**src/rtl/visor_target_ctrl_if.sv**
```systemverilog
// Visor register port and target code-bus signals for visor_target_ctrl.
// master = visor/target side, slave = the controller.
interface visor_target_ctrl_if;
  logic        wr_en;
  logic [2:0]  wr_addr;
  logic [15:0] wr_data;
  logic [2:0]  rd_addr;
  logic [15:0] rd_data;
  logic        tg_fetch;
  logic [15:0] tg_code_addr;
  logic        tg_reset;
  logic        tg_stall;
  logic        tg_code_sel;
  logic [15:0] tg_code_word;
  logic [3:0]  bp_hit;
  logic        visor_irq;

  modport master (
    output wr_en, wr_addr, wr_data, rd_addr, tg_fetch, tg_code_addr,
    input  rd_data, tg_reset, tg_stall, tg_code_sel, tg_code_word, bp_hit, visor_irq
  );

  modport slave (
    input  wr_en, wr_addr, wr_data, rd_addr, tg_fetch, tg_code_addr,
    output rd_data, tg_reset, tg_stall, tg_code_sel, tg_code_word, bp_hit, visor_irq
  );
endinterface

```
**src/rtl/visor_target_ctrl.sv**
```systemverilog
// Target MCU sequencer: reset hold, breakpoint halt and diverted code execution.
// Optional single-step (tg_ctrl[11]) enabled by defining VISOR_SINGLE_STEP_EN.
module visor_target_ctrl #(
  parameter int unsigned NUM_BP      = 4,
  parameter logic [15:0] BP_DISABLED = 16'hffff
) (
  input logic                clk,
  input logic                reset,
  visor_target_ctrl_if.slave bus
);
  typedef enum logic [1:0] {HELD = 2'd0, RUN = 2'd1, HALT = 2'd2, DIVERT = 2'd3} state_t;

`ifdef VISOR_SINGLE_STEP_EN
  localparam logic [15:0] CTRL_MASK = 16'hf800;
`else
  localparam logic [15:0] CTRL_MASK = 16'hf000;
`endif

  state_t      state, state_nx;
  logic [15:0] ctrl_q;
  logic [15:0] bp_q [4];
  logic [15:0] code_word_q, hit_addr_q;
  logic [3:0]  bp_hit_q, match;
  logic        skip_q, irq_q, step_q, step_start;
  logic        ctrl_wr, held_req, resume_req, consume, halt_evt, resume_evt;
  logic        ready_base, ready_nx;
  logic [15:0] ctrl_eff;

  // Control decisions use the value being written this cycle, so every
  // tg_ctrl write acts on the very next state.
  assign ctrl_wr    = bus.wr_en && (bus.wr_addr == 3'd0);
  assign ctrl_eff   = ctrl_wr ? (bus.wr_data & CTRL_MASK) : ctrl_q;
  assign held_req   = ctrl_wr && bus.wr_data[15];
  assign resume_req = ctrl_wr && bus.wr_data[12] && !bus.wr_data[14];
  assign consume    = (state == DIVERT) && ctrl_q[13] && bus.tg_fetch;

  always_comb begin
    match = '0;
    for (int unsigned i = 0; i < 4; i++)
      if (i < NUM_BP && bp_q[i] != BP_DISABLED && bus.tg_code_addr == bp_q[i])
        match[i] = bus.tg_fetch;
  end

`ifdef VISOR_SINGLE_STEP_EN
  assign step_start = resume_req && bus.wr_data[11];
  always_ff @(posedge clk) begin
    if (reset || held_req)
      step_q <= 1'b0;
    else if (resume_evt)
      step_q <= step_start;
    else if (state == RUN && bus.tg_fetch)
      step_q <= 1'b0;
  end
`else
  assign step_start = 1'b0;
  assign step_q     = 1'b0;
`endif

  always_comb begin
    state_nx = state;
    unique case (state)
      HELD:   if (!ctrl_eff[15]) state_nx = RUN;
      RUN:    if ((step_q && bus.tg_fetch) || (|match && !skip_q)) state_nx = HALT;
      HALT:   if (ctrl_eff[14]) state_nx = DIVERT;
              else if (resume_req) state_nx = RUN;
      DIVERT: if (!ctrl_eff[14]) state_nx = HALT;
    endcase
    if (held_req) state_nx = HELD;
  end

  assign halt_evt   = (state == RUN) && (state_nx == HALT);
  assign resume_evt = (state == HALT) && (state_nx == RUN);

  // A pending code-ready is dropped whenever divert is left or cancelled.
  assign ready_base = ctrl_wr ? bus.wr_data[13] : (ctrl_q[13] && !consume);
  assign ready_nx   = ready_base && ctrl_eff[14] && (state_nx == DIVERT);

  always_ff @(posedge clk) begin
    if (reset) begin
      state       <= HELD;
      ctrl_q      <= 16'h8000;
      for (int unsigned i = 0; i < 4; i++) bp_q[i] <= BP_DISABLED;
      code_word_q <= '0;
      hit_addr_q  <= '0;
      bp_hit_q    <= '0;
      skip_q      <= 1'b0;
      irq_q       <= 1'b0;
    end else begin
      state  <= state_nx;
      irq_q  <= halt_evt;
      ctrl_q <= {ctrl_eff[15], ctrl_eff[14] && !held_req, ready_nx,
                 ctrl_wr && bus.wr_data[12], ctrl_eff[11], 11'b0};
      for (int unsigned i = 0; i < 4; i++)
        if (i < NUM_BP && bus.wr_en && bus.wr_addr == 3'(i + 1))
          bp_q[i] <= bus.wr_data;
      if (bus.wr_en && bus.wr_addr == 3'd5)
        code_word_q <= bus.wr_data;
      if (halt_evt)
        hit_addr_q <= bus.tg_code_addr;

      if (held_req || resume_evt)
        bp_hit_q <= '0;
      else if (halt_evt)
        bp_hit_q <= step_q ? 4'b0000 : match;

      if (held_req)
        skip_q <= 1'b0;
      else if (resume_evt)
        skip_q <= !step_start;
      else if (state == RUN && bus.tg_fetch)
        skip_q <= 1'b0;
    end
  end

  assign bus.tg_reset     = (state == HELD);
  assign bus.tg_stall     = (state == HALT) || (state == DIVERT && !ctrl_q[13]);
  assign bus.tg_code_sel  = (state == DIVERT);
  assign bus.tg_code_word = code_word_q;
  assign bus.bp_hit       = bp_hit_q;
  assign bus.visor_irq    = irq_q;

  always_comb begin
    bus.rd_data = '0;
    case (bus.rd_addr)
      3'd0: bus.rd_data = ctrl_q;
      3'd1: bus.rd_data = bp_q[0];
      3'd2: bus.rd_data = bp_q[1];
      3'd3: bus.rd_data = bp_q[2];
      3'd4: bus.rd_data = bp_q[3];
      3'd5: bus.rd_data = code_word_q;
      3'd6: bus.rd_data = {7'b0, skip_q, bp_hit_q, 2'b00, state};
      3'd7: bus.rd_data = hit_addr_q;
      default: bus.rd_data = '0;
    endcase
  end
endmodule

```
**src/flat_wrapper.sv**
```systemverilog
// flat-port wrapper written by rule: the top's interface ports become plain ports
module visor_target_ctrl_flat 
#(
  parameter int unsigned NUM_BP      = 4,
  parameter logic [15:0] BP_DISABLED = 16'hffff
)
  (clk, reset, bus_wr_en, bus_wr_addr, bus_wr_data, bus_rd_addr, bus_tg_fetch, bus_tg_code_addr, bus_rd_data, bus_tg_reset, bus_tg_stall, bus_tg_code_sel, bus_tg_code_word, bus_bp_hit, bus_visor_irq);
  visor_target_ctrl_if bus_i ();
  input logic clk;
  input logic reset;
  input wire logic [$bits(bus_i.wr_en)-1:0] bus_wr_en;
  input wire logic [$bits(bus_i.wr_addr)-1:0] bus_wr_addr;
  input wire logic [$bits(bus_i.wr_data)-1:0] bus_wr_data;
  input wire logic [$bits(bus_i.rd_addr)-1:0] bus_rd_addr;
  input wire logic [$bits(bus_i.tg_fetch)-1:0] bus_tg_fetch;
  input wire logic [$bits(bus_i.tg_code_addr)-1:0] bus_tg_code_addr;
  output wire logic [$bits(bus_i.rd_data)-1:0] bus_rd_data;
  output wire logic [$bits(bus_i.tg_reset)-1:0] bus_tg_reset;
  output wire logic [$bits(bus_i.tg_stall)-1:0] bus_tg_stall;
  output wire logic [$bits(bus_i.tg_code_sel)-1:0] bus_tg_code_sel;
  output wire logic [$bits(bus_i.tg_code_word)-1:0] bus_tg_code_word;
  output wire logic [$bits(bus_i.bp_hit)-1:0] bus_bp_hit;
  output wire logic [$bits(bus_i.visor_irq)-1:0] bus_visor_irq;
  assign bus_i.wr_en = bus_wr_en;
  assign bus_i.wr_addr = bus_wr_addr;
  assign bus_i.wr_data = bus_wr_data;
  assign bus_i.rd_addr = bus_rd_addr;
  assign bus_i.tg_fetch = bus_tg_fetch;
  assign bus_i.tg_code_addr = bus_tg_code_addr;
  assign bus_rd_data = bus_i.rd_data;
  assign bus_tg_reset = bus_i.tg_reset;
  assign bus_tg_stall = bus_i.tg_stall;
  assign bus_tg_code_sel = bus_i.tg_code_sel;
  assign bus_tg_code_word = bus_i.tg_code_word;
  assign bus_bp_hit = bus_i.bp_hit;
  assign bus_visor_irq = bus_i.visor_irq;
  visor_target_ctrl #(.NUM_BP(NUM_BP), .BP_DISABLED(BP_DISABLED)) u_core (.clk(clk), .reset(reset), .bus(bus_i));
endmodule
```
**config.mk**
```make
export PLATFORM = sky130hd
export DESIGN_NAME = visor_target_ctrl_flat
export DESIGN_NICKNAME = d
export VERILOG_FILES = /design/src/rtl/visor_target_ctrl_if.sv /design/src/rtl/visor_target_ctrl.sv /design/src/flat_wrapper.sv
export SDC_FILE = /design/constraint.sdc
export NUM_CORES = 1
export LEC_CHECK = 0
export CAP_MARGIN = 25
export CORE_MARGIN = 3
export CORE_UTILIZATION = 53
export CTS_BUF_LIST = sky130_fd_sc_hd__clkbuf_2 sky130_fd_sc_hd__clkbuf_4 sky130_fd_sc_hd__clkbuf_8
export DETAILED_ROUTE_END_ITERATION = 12
export HOLD_SLACK_MARGIN = 0.1
export PLACE_DENSITY = 0.81
export SYNTH_ARGS = -nofsm -noshare
export SYNTH_HDL_FRONTEND = slang
export SYNTH_SLANG_ARGS = --single-unit
```
**constraint.sdc**
```tcl
create_clock -name clk -period 2.3 [get_ports clk]
set_input_delay 0.23 -clock clk [delete_from_list [all_inputs] [get_ports clk]]
set_output_delay 0.23 -clock clk [all_outputs]
set_load 0.01 [all_outputs]
```
==> summary.txt, run 1 <==
Finish
  – Nets: 807
  – Layout cells sized above 1: 0.255
  – Post-route cell area: 0.00825 mm^2
  – Non-Filler Instances: 910
  – Antenna fix cells: 0
  – Layout fillers: 810
  – Syn-to-layout area delta: 34.5%
  – Post-Route Utilization: 0.744

Placed design
  – Port bufs: 81
  – GPL Wtd Cong: 0.989
  – Cells after DPL: 876
  – HPWL after detailed placement: about 17000 um
  – Placed Area: 0.00769 mm^2

Critical path
  – Setup CP Type: reg -> reg
  – Worst path top cell family by delay: simple AND/OR/NAND/NOR gates
  – CP cell instances: buf_6 > nand4_1 > nor4_1 > nor4_1 > nand4_1 > buf_6 > a311oi_4 > buf_4 > mux2i_2
  – Crit-path slowest cell: edfxtp_1
  – Largest stage delay, worst path: 0.46 ns
  – WP buf/inv: 3
  – Critical Path End Type: register
  – CP required: 2.60 ns
  – Setup crit start kind: register
  – Worst EP arrival: 2.72 ns
  – CP Max Fanout: 7
  – R2R setup slack: -0.11 ns

STA
  – Count of pins over their slew limit: 0
  – Min Tclk post-route: 2.41 ns
  – Crit share post-route: 1.05
  – FMAX: just over 0.4 GHz
  – Final setup viols: 16
  – Setup TNS: -0.824 ns
  – Setup ws final: -0.112 ns
  – RSZ-0062 raised after global routing: yes
  – Final Hold Viols: 0
  – Worst-Margin Slew: 0.532 ns
  – Slew HR: 0.644
  – Layout Skew: 0.00778 ns

Floorplan
  – Placeable Area: roughly 0.011 mm^2
  – Die ar.: 0.0129 mm^2
  – Die width: 114 um
  – Initial core utilization: 0.554
  – Die height: 114 um
  – Io pins: 82
  – Num rows: 38

Power and ir drop
  – Net Sw Power: ~0.0013 W
  – Sequential share of power: 0.505
  – Pint: 0.00314 W
  – Leakage: 3.02 nW
  – Power density cells: 542 mW/mm^2
  – Worst vdd ir: 556 uV
  – Clock Power Share: 0.285
  – Sw frac: 0.297
  – Logic gate share of total power: 0.210

Hold path
  – Worst Hold Class: in -> reg

Routing
  – Total wire length: 21800 um
  – Iteration-0 DRC count of the detailed router: around 650
  – Antenna Nets Post-Route: 0
  – # DRC: 0
  – DR top layer: met4
  – Drt first pass iters: 5
  – WL met2: 9800 um
  – Met1 WL: 8700 um
  – Vias: roughly 5600
  – Wire per inst: roughly 24 um
  – Via/cell ratio: ~6.1
  – Met3 WL: 2360 um

Synth
  – Syn Area/Cell: about 10 um^2
  – Post-synthesis cell count: a little over 600
  – Synth area leader: edfxtp_1
  – Synth Flop Type: edfxtp_1
  – EDFF count, synth: 64
  – Register bit total from synthesis: ~110
  – Mapped cell area: 0.00613 mm^2
  – Cell with the most instances after synthesis: nand2_1
  – Post-synth top cells: nand2_1 (93), edfxtp_1 (64), or3_1 (49)
  – Sequential fraction of the synthesis area: 0.457
  – Syn Nets: 649
  – Top post-synthesis cells by area: edfxtp_1 (31%), dfxtp_1 (14%), nand2_1 (5.7%), or3_1 (5.0%), xor2_1 (4.6%)
  – Synthesis Warnings: 0
  – Distinct cells, synth: 57
  – Post-synth ARST share: 0
  – Area share of the largest cell type after synthesis: 0.313

Global route
  – Number of global-route vias before repair: 5528
  – Antenna violations before repair: 0
  – First-pass GRT wire length: 32500 um
  – Overflow after GRT: 0
  – Pin count of the biggest net entering global routing: 56
  – Gr usage total: 0.341

Outcome
  – Status: finished, violations left
  – Failing checks: setup timing

CTS
  – Worst-path clk slew: 0.11 ns
  – CTS Sinks: around 110
  – H-tree level count: 3
  – Clock Path Buffers: 2
  – TritonCTS clock tree: yes
  – Worst-skew pair later-pin latency: around 0.39 ns
  – Clk root buf: clkbuf_8
  – Cts hold-fix bufs: 0
  – CTS buffer count: 9

Job
  – Maxcap violations: 0
==> timing repair <==
action,in CTS,in global routing
setup buffers,10,9
gates resized for setup,45,22
setup endpoints to repair,37,33
cloned,2,0
pin swaps,13,7
==> layout make-up <==
class | instances | area [um^2] | share of cell area
multi-input combinational | 441 | 3220 | 0.391
sequential | 108 | 2800 | 0.340
inverter | 5 | 18.8 | 0.00228
clock inverter | 7 | 97.6 | 0.0118
tap | 140 | 175 | 0.0212
clock buffer | 9 | 124 | 0.0150
timing repair buffer | 200 | 1810 | 0.219
==> cells by family (layout without fill, tap and decap cells) <==
group / after synthesis / count (layout) / synth area share
muxes: 46 / 46 / 0.0922
AOI/OAI and AO/OA: 81 / 81 / 0.0873
DFF: 108 / 108 / 0.457
buffers and inverters: 58 / 221 / 0.0512
xor gates and xnor gates: 64 / 64 / 0.0963
and+or+nand+nor: 250 / 250 / 0.216
==> cell usage in the layout (no fill, tap or decap), drive strengths merged, types with 9 or more instances in the layout <==
cell	netlist	final
edfxtp	64	64
dlygate4sd2	0	12
mux2	14	14
clkdlybuf4s50	0	63
inv	5	9
nor2b	12	12
buf	24	120
a21oi	26	26
o21ai	13	13
clkbuf	29	11
dfxtp	44	44
xor2	32	32
nand4	24	24
nor2	13	13
nand2b	19	19
or3	49	49
nand2	93	93
nor4	14	14
xnor2	32	32
a22oi	14	14
mux2i	25	25
==> sequential cells by signal, indices dropped and copies added (netlist names) <==
register                 flops
u_core.hit_addr_q           16
u_core.bus.bp_hit            4
u_core.bp_q                 64
u_core.bus.tg_code_word     16
u_core.skip_q                1
u_core.ctrl_q                4
u_core.state                 2
u_core.bus.visor_irq         1
==> power by group through the flow <==
| stage | Clock [W] | Sequential [W] | Combinational (W) |
|---|---|---|---|
| detailed placement | 0 | 0.00229 | 0.000871 |
| CTS | 0.00129 | 0.00225 | 0.000908 |
| finish | 0.00127 | 0.00226 | 0.000937 |
| floorplan | 0 | 0.00225 | 0.000430 |
| global route | 0.00136 | 0.00226 | 0.000991 |
| global placement | 0 | 0.00229 | 0.000865 |
==> through the flow <==
step,total power (W),setup slack (ns),hold WS (ns)
2_1_floorplan,0.00268,0.310,0.366
3_3_place_gp,0.00315,-0.367,0.439
3_5_place_dp,0.00317,-0.408,0.446
4_1_cts,0.00444,-0.0833,0.191
5_1_grt,0.00461,-0.174,0.239
6_report,0.00447,-0.112,0.217
==> path summary, 6_finish.rpt <==
| path | startpoint | to | cells after the start |
|---|---|---|---|
| worst min register to register | u_core.hit_addr_q[4]$_SDFFE_PP0P_ | u_core.hit_addr_q[4]$_SDFFE_PP0P_ | 2 |
| worst min-delay path | reset | u_core.bus.tg_code_word[2]$_SDFFE_PP0P_ | 2 |
| worst max register to register | u_core.bp_q[0][12]$_SDFFCE_PN1P_ | u_core.hit_addr_q[9]$_SDFFE_PP0P_ | 9 |
| worst max-delay path | u_core.bp_q[0][12]$_SDFFCE_PN1P_ | u_core.hit_addr_q[9]$_SDFFE_PP0P_ | 9 |
==> per-layer routing <==
metal	global-route usage	vias to the layer above
li1	-	2508
met3	0.0584	70
met4	0.152	0
met2	0.524	359
met1	0.476	2651
met5	0	-
Power figures use the tool's default switching activity.
==> run 2: changes to the inputs <==
Settings changed: SETUP_SLACK_MARGIN set to 0.1.
==> summary.txt, run 2 (synthesized netlist as in run 1, its figures left out) <==
Critical path
  – R2R setup slack: -0.13 ns (was -0.11 ns)
  – Setup crit start kind: register (unchanged)
  – R2R depth: 10 (was 9)
  – CP required: 2.61 ns (was 2.60 ns)
  – Crit path to: u_core.hit_addr_q[1]$_SDFFE_PP0P_ (was u_core.hit_addr_q[9]$_SDFFE_PP0P_)
  – Reg-to-reg startpoint: u_core.bp_q[0][12]$_SDFFCE_PN1P_ (unchanged)
  – RR Endpoint: u_core.hit_addr_q[1]$_SDFFE_PP0P_ (was u_core.hit_addr_q[9]$_SDFFE_PP0P_)
  – Setup CP Type: reg -> reg (unchanged)
  – CP startpoint: u_core.bp_q[0][12]$_SDFFCE_PN1P_ (unchanged)
  – Critical Path End Type: register (unchanged)
  – CP Max Fanout: 6 (was 7)
  – Worst EP arrival: 2.74 ns (was 2.72 ns)

CTS
  – Cts hold-fix bufs: 0 (unchanged)
  – Worst-path clk slew: 0.11 ns (about the same)
  – Clock Path Buffers: 2 (unchanged)
  – Clk root buf: clkbuf_8 (unchanged)
  – CTS buffer count: 9 (unchanged)
  – CTS Sinks: 108 (unchanged)
  – TritonCTS clock tree: yes (unchanged)
  – Worst-skew pair later-pin latency: 0.39 ns (about the same)
  – H-tree level count: 3 (unchanged)

Job
  – Maxcap violations: 0 (unchanged)

STA
  – Fin Hold WS: 0.213 ns (was 0.217 ns)
  – Min Tclk post-route: 2.43 ns (was 2.41 ns)
  – Slew HR: 0.631 (was 0.644)
  – Crit share post-route: 1.06 (was 1.05)
  – FMAX: 0.411 GHz (was 0.415 GHz)
  – Final Hold Viols: 0 (unchanged)
  – Worst-Margin Slew: 0.552 ns (was 0.532 ns)
  – Setup ws final: -0.132 ns (was -0.112 ns)
  – Count of pins over their slew limit: 0 (unchanged)
  – RSZ-0062 raised after global routing: yes (unchanged)
  – Layout Skew: 0.0111 ns (was 0.00778 ns)
  – Final setup viols: 22 (was 16)

Floorplan
  – Placeable Area: 0.0111 mm^2 (unchanged)
  – Die height: 114 um (unchanged)
  – Io pins: 82 (unchanged)
  – Num rows: 38 (unchanged)
  – Initial core utilization: 0.554 (unchanged)
  – Die width: 114 um (unchanged)
  – Die ar.: 0.0129 mm^2 (unchanged)

Routing
  – # DRC: 0 (unchanged)
  – Vias: 5642 (was 5588)
  – Wire per inst: 24.1 um (was 24.0 um)
  – Antenna Nets Post-Route: 0 (unchanged)
  – Via/cell ratio: 6.13 (was 6.14)
  – Iteration-0 DRC count of the detailed router: 612 (was 647)
  – Total wire length: 22200 um (was 21800 um)
  – Drt first pass iters: 5 (unchanged)

Finish
  – Non-Filler Instances: 921 (was 910)
  – Post-Route Utilization: 0.765 (was 0.744)
  – Layout cells sized above 1: 0.279 (was 0.255)
  – Sequential cell area: 0.00280 mm^2 (unchanged)
  – Most frequent cells in the layout: buf_4 (106), nand2_1 (93), edfxtp_1 (64), clkdlybuf4s50_1 (59), or3_1 (49) (was buf_4 (104), nand2_1 (93), edfxtp_1 (64), clkdlybuf4s50_1 (63), or3_1 (49))
  – Largest Register: u_core.bp_q (unchanged)
  – Number of flip-flops in the largest register: 64 (unchanged)
  – Multi-input logic area: 0.00329 mm^2 (was 0.00322 mm^2)
  – Syn-to-layout area delta: 38.2% (was 34.5%)
  – Commonest non-fill, non-tap cell in the layout: buf_4 (unchanged)
  – Antenna fix cells: 0 (unchanged)
  – Layout fillers: 782 (was 810)
  – Nets: 818 (was 807)

Power and ir drop
  – Power density cells: 532 mW/mm^2 (was 542 mW/mm^2)
  – Leakage: 3.15 nW (was 3.02 nW)
  – Worst vdd ir: 564 uV (was 556 uV)

Hold path
  – Worst Hold Class: in -> reg (unchanged)
  – Hold Startpoint: reset (unchanged)

Outcome
  – Status: finished, violations left (unchanged)
  – Failing checks: setup timing (unchanged)

Placed design
  – GPL Wtd Cong: 0.989 (unchanged)
  – HPWL after detailed placement: 16900 um (unchanged)
  – Port bufs: 81 (unchanged)
  – Cells after DPL: 876 (unchanged)

Global route
  – Overflow after GRT: 0 (unchanged)
  – Gr usage total: 0.347 (was 0.341)
  – First-pass GRT wire length: 33000 um (was 32500 um)
  – Number of global-route vias before repair: 5557 (was 5528)
  – Pin count of the biggest net entering global routing: 56 (unchanged)
  – Antenna violations before repair: 0 (unchanged)
==> run 2: cell type report <==
| cell class | count | area share |
|---|---|---|
| Multi-Input combinational cell | 441 | 0.388 |
| Timing Repair Buffer | 211 | 0.232 |
| Clock inverter | 7 | 0.0115 |
| Tap cell | 140 | 0.0207 |
| Inverter | 5 | 0.00221 |
| Sequential cell | 108 | 0.331 |
| Clock buffer | 9 | 0.0146 |
==> run 2: through the flow <==
stage | setup TNS, ns | worst slack [ns] | power [W] | cell area (um^2)
2_1_floorplan | 0 | 0.310 | 0.00268 | 6130
3_3_place_gp | -9.77 | -0.367 | 0.00315 | 7690
3_5_place_dp | -9.61 | -0.408 | 0.00317 | 7690
4_1_cts | 0 | 0.0114 | 0.00447 | 8310
5_1_grt | -2.62 | -0.171 | 0.00465 | 8480
6_report | -1.79 | -0.132 | 0.00451 | 8480
==> run 2: metal layers <==
| layer | vias to the layer above | global-route usage | part of all wire |
|---|---|---|---|
| met3 | 54 | 0.0562 | 0.094 |
| met2 | 337 | 0.531 | 0.46 |
| li1 | 2539 | - | - |
| met5 | - | 0 | 0 |
| met4 | 0 | 0.151 | 0.039 |
| met1 | 2712 | 0.489 | 0.41 |
==> run 2: repair_timing <==
action,4_1_cts,5_1_grt
gates resized for setup,70,29
setup endpoints to repair,39,36
gates cloned,3,1
setup buffers,20,6
pin swaps,12,10
==> run 2: worst min path at each step <==
| stage | to | slack (ns) | cells after the start |
|---|---|---|---|
| 6_report | u_core.bus.tg_code_word[2]$_SDFFE_PP0P_ | 0.21 | 2 |
| 5_1_grt | u_core.bus.tg_code_word[1]$_SDFFE_PP0P_ | 0.24 | 2 |
| 4_1_cts | u_core.bus.tg_code_word[2]$_SDFFE_PP0P_ | 0.19 | 2 |
| 3_5_place_dp | u_core.hit_addr_q[4]$_SDFFE_PP0P_ | 0.45 | 2 |
| 3_3_place_gp | u_core.hit_addr_q[4]$_SDFFE_PP0P_ | 0.44 | 2 |
| 2_1_floorplan | u_core.bus.tg_code_word[0]$_SDFFE_PP0P_ | 0.37 | 2 |
==> run 2: report_power, final <==
part / leakage, nW / internal, W / switching, W / total, W
Clock: 0.113 / 0.000542 / 0.000743 / 0.00129
Sequential: 0.993 / 0.00214 / 0.000118 / 0.00226
Combinational: 2.04 / 0.000485 / 0.000486 / 0.000971
==> run 2: worst max-delay path, cell delays in order (launching register included) <==
cell and delay (ns):
edfxtp_1 0.46, buf_6 0.16, nand4_1 0.09, nor4_1 0.06, nor4_1 0.42, nand4_1 0.17, buf_4 0.19, a311oi_4 0.29
buf_4 0.17, buf_8 0.12, mux2i_2 0.22
==> run 3: changes to the inputs <==
Settings changed: CORE_UTILIZATION 53 to 50, GPL_ROUTABILITY_DRIVEN set to 0, PLACE_DENSITY 0.81 to 0.78.
Clock period 2.3 ns to 2.4 ns, I/O delays scaled along.
==> summary.txt, run 3 (synthesized netlist as in run 1, its figures left out) <==
Finish
  – Layout cells sized above 1: 0.199 (was 0.279)
  – Sequential cell area: 0.00280 mm^2 (unchanged)
  – Commonest non-fill, non-tap cell in the layout: nand2_1 (was buf_4)
  – Multi-input logic area: 0.00314 mm^2 (was 0.00329 mm^2)
  – Largest Register: u_core.bp_q (unchanged)
  – Antenna fix cells: 0 (unchanged)
  – Nets: 767 (was 818)
  – Syn-to-layout area delta: 28.1% (was 38.2%)
  – Number of flip-flops in the largest register: 64 (unchanged)
  – Layout fillers: 886 (was 782)
  – Most frequent cells in the layout: nand2_1 (93), buf_4 (67), edfxtp_1 (64), clkdlybuf4s50_1 (59), or3_1 (49) (was buf_4 (106), nand2_1 (93), edfxtp_1 (64), clkdlybuf4s50_1 (59), or3_1 (49))

CTS
  – H-tree level count: 3 (unchanged)
  – Clock Path Buffers: 2 (unchanged)
  – Cts hold-fix bufs: 0 (unchanged)
  – CTS buffer count: 9 (unchanged)
  – TritonCTS clock tree: yes (unchanged)
  – CTS Sinks: 108 (unchanged)
  – Clk root buf: clkbuf_8 (unchanged)
  – Worst-skew pair later-pin latency: 0.40 ns (was 0.39 ns)
  – Worst-path clk slew: 0.11 ns (about the same)

Global route
  – First-pass GRT wire length: 30200 um (was 33000 um)
  – Number of global-route vias before repair: 5342 (was 5557)
  – Gr usage total: 0.300 (was 0.347)
  – Antenna violations before repair: 0 (unchanged)
  – Overflow after GRT: 0 (unchanged)
  – Pin count of the biggest net entering global routing: 45 (was 56)

Routing
  – Vias: 5580 (was 5642)
  – Total wire length: 20900 um (was 22200 um)
  – Met1 WL: 7610 um (was 9110 um)
  – Wire per inst: 24.0 um (was 24.1 um)
  – Drt first pass iters: 8 (was 5)
  – WL met2: 9410 um (was 10100 um)
  – Met3 WL: 2720 um (was 2090 um)
  – DR top layer: met4 (unchanged)
  – Antenna Nets Post-Route: 0 (unchanged)
  – Via/cell ratio: 6.39 (was 6.13)
  – # DRC: 0 (unchanged)
  – Iteration-0 DRC count of the detailed router: 897 (was 612)

STA
  – Fin Hold WS: 0.246 ns (was 0.213 ns)
  – Worst-Margin Slew: 0.521 ns (was 0.552 ns)
  – RSZ-0062 raised after global routing: yes (unchanged)
  – Layout Skew: 0.0137 ns (was 0.0111 ns)
  – Crit share post-route: 0.990 (was 1.06)
  – FMAX: 0.421 GHz (was 0.411 GHz)
  – Final Hold Viols: 0 (unchanged)
  – Final setup viols: 0 (was 22)
  – Count of pins over their slew limit: 0 (unchanged)
  – Slew HR: 0.652 (was 0.631)
  – Min Tclk post-route: 2.38 ns (was 2.43 ns)

Floorplan
  – Initial core utilization: 0.524 (was 0.554)
  – Placeable Area: 0.0117 mm^2 (was 0.0111 mm^2)
  – Io pins: 82 (unchanged)
  – Num rows: 39 (was 38)
  – Die width: 117 um (was 114 um)
  – Die height: 117 um (was 114 um)
  – Die ar.: 0.0136 mm^2 (was 0.0129 mm^2)

Critical path
  – Setup crit start kind: register (unchanged)
  – Setup CP Type: reg -> reg (unchanged)
  – Worst EP arrival: 2.70 ns (was 2.74 ns)
  – CP required: 2.73 ns (was 2.61 ns)
  – R2R setup slack: 0.02 ns (was -0.13 ns)
  – CP Max Fanout: 10 (was 6)
  – Critical Path End Type: register (unchanged)

Job
  – Maxcap violations: 0 (unchanged)

Power and ir drop
  – Power density cells: 517 mW/mm^2 (was 532 mW/mm^2)
  – Tot Pwr: 0.00406 W (was 0.00451 W)
  – Leakage: 2.86 nW (was 3.15 nW)
  – Worst vdd ir: 244 uV (was 564 uV)

Outcome
  – Status: completed (was finished, violations left)

Hold path
  – Worst Hold Class: in -> reg (unchanged)

Placed design
  – Port bufs: 81 (unchanged)
  – HPWL after detailed placement: 14900 um (was 16900 um)
==> run 3: cell count changes in the layout (fill, tap and decap cells not counted), sizes merged <==
cell and delta:
buf -53, bufinv -1, clkbuf +1, clkdlybuf4s15 -5, clkinv -1, clkinvlp +4, dlygate4sd2 +1, dlymetal6s2s +5
inv -2
==> run 3: power breakdown <==
group | total [W] | internal, W | switching [W]
clock network | 0.00107 | 0.000393 | 0.000678
logic | 0.000807 | 0.000391 | 0.000416
registers | 0.00219 | 0.00205 | 0.000135
total | 0.00406 | 0.00283 | 0.00123
==> run 3: metal layers <==
| metal | track usage | vias to the layer above |
|---|---|---|
| li1 | - | 2428 |
| met1 | 0.402 | 2581 |
| met4 | 0.154 | 0 |
| met2 | 0.455 | 470 |
| met3 | 0.0705 | 101 |
| met5 | 0 | - |
==> run 3: path summary, 6_finish.rpt <==
kind,endpoint,start,cells after the start
hold / removal,u_core.hit_addr_q[3]$_SDFFE_PP0P_,bus_tg_code_addr[3],3
setup / recovery,u_core.hit_addr_q[1]$_SDFFE_PP0P_,u_core.bp_q[0][48]$_SDFFCE_PN1P_,8
hold reg to reg,u_core.hit_addr_q[9]$_SDFFE_PP0P_,u_core.hit_addr_q[9]$_SDFFE_PP0P_,2
setup reg to reg,u_core.hit_addr_q[1]$_SDFFE_PP0P_,u_core.bp_q[0][48]$_SDFFCE_PN1P_,8
==> run 3: final cells by class <==
class,instances,share of cell area
sequential,108,0.357
multi-input combinational,441,0.400
clock inverter,7,0.00780
inverter,5,0.00239
clock buffer,9,0.0158
tap,143,0.0228
timing repair buffer,160,0.195
==> run 3: worst max-delay path, cell delays in order (launching register included) <==
cell and delay, ns:
edfxtp_1 0.51, xnor2_2 0.29, nand4_1 0.20, nor4b_2 0.37, a22oi_2 0.14, a311oi_4 0.28, buf_6 0.17, clkbuf_16 0.18
mux2i_1 0.18
==> run 3: what timing repair did <==
action	4_1_cts	5_1_grt
cloned	1	2
buffers inserted	4	15
gates resized for setup	32	20
setup endpoints to repair	33	29
pin swaps	1	9
==> run 3: metrics by stage <==
stage	instances	TNS, ns	instance area, um^2	worst slack (ns)	util
2_1_floorplan	607	0	6130	0.400	-
3_3_place_gp	835	-4.33	7340	-0.170	0.627
3_5_place_dp	835	-6.23	7340	-0.289	0.627
4_1_cts	856	0	7610	0.0340	0.650
5_1_grt	873	-0.152	7860	-0.0286	0.671
6_report	873	0	7860	0.0242	0.671
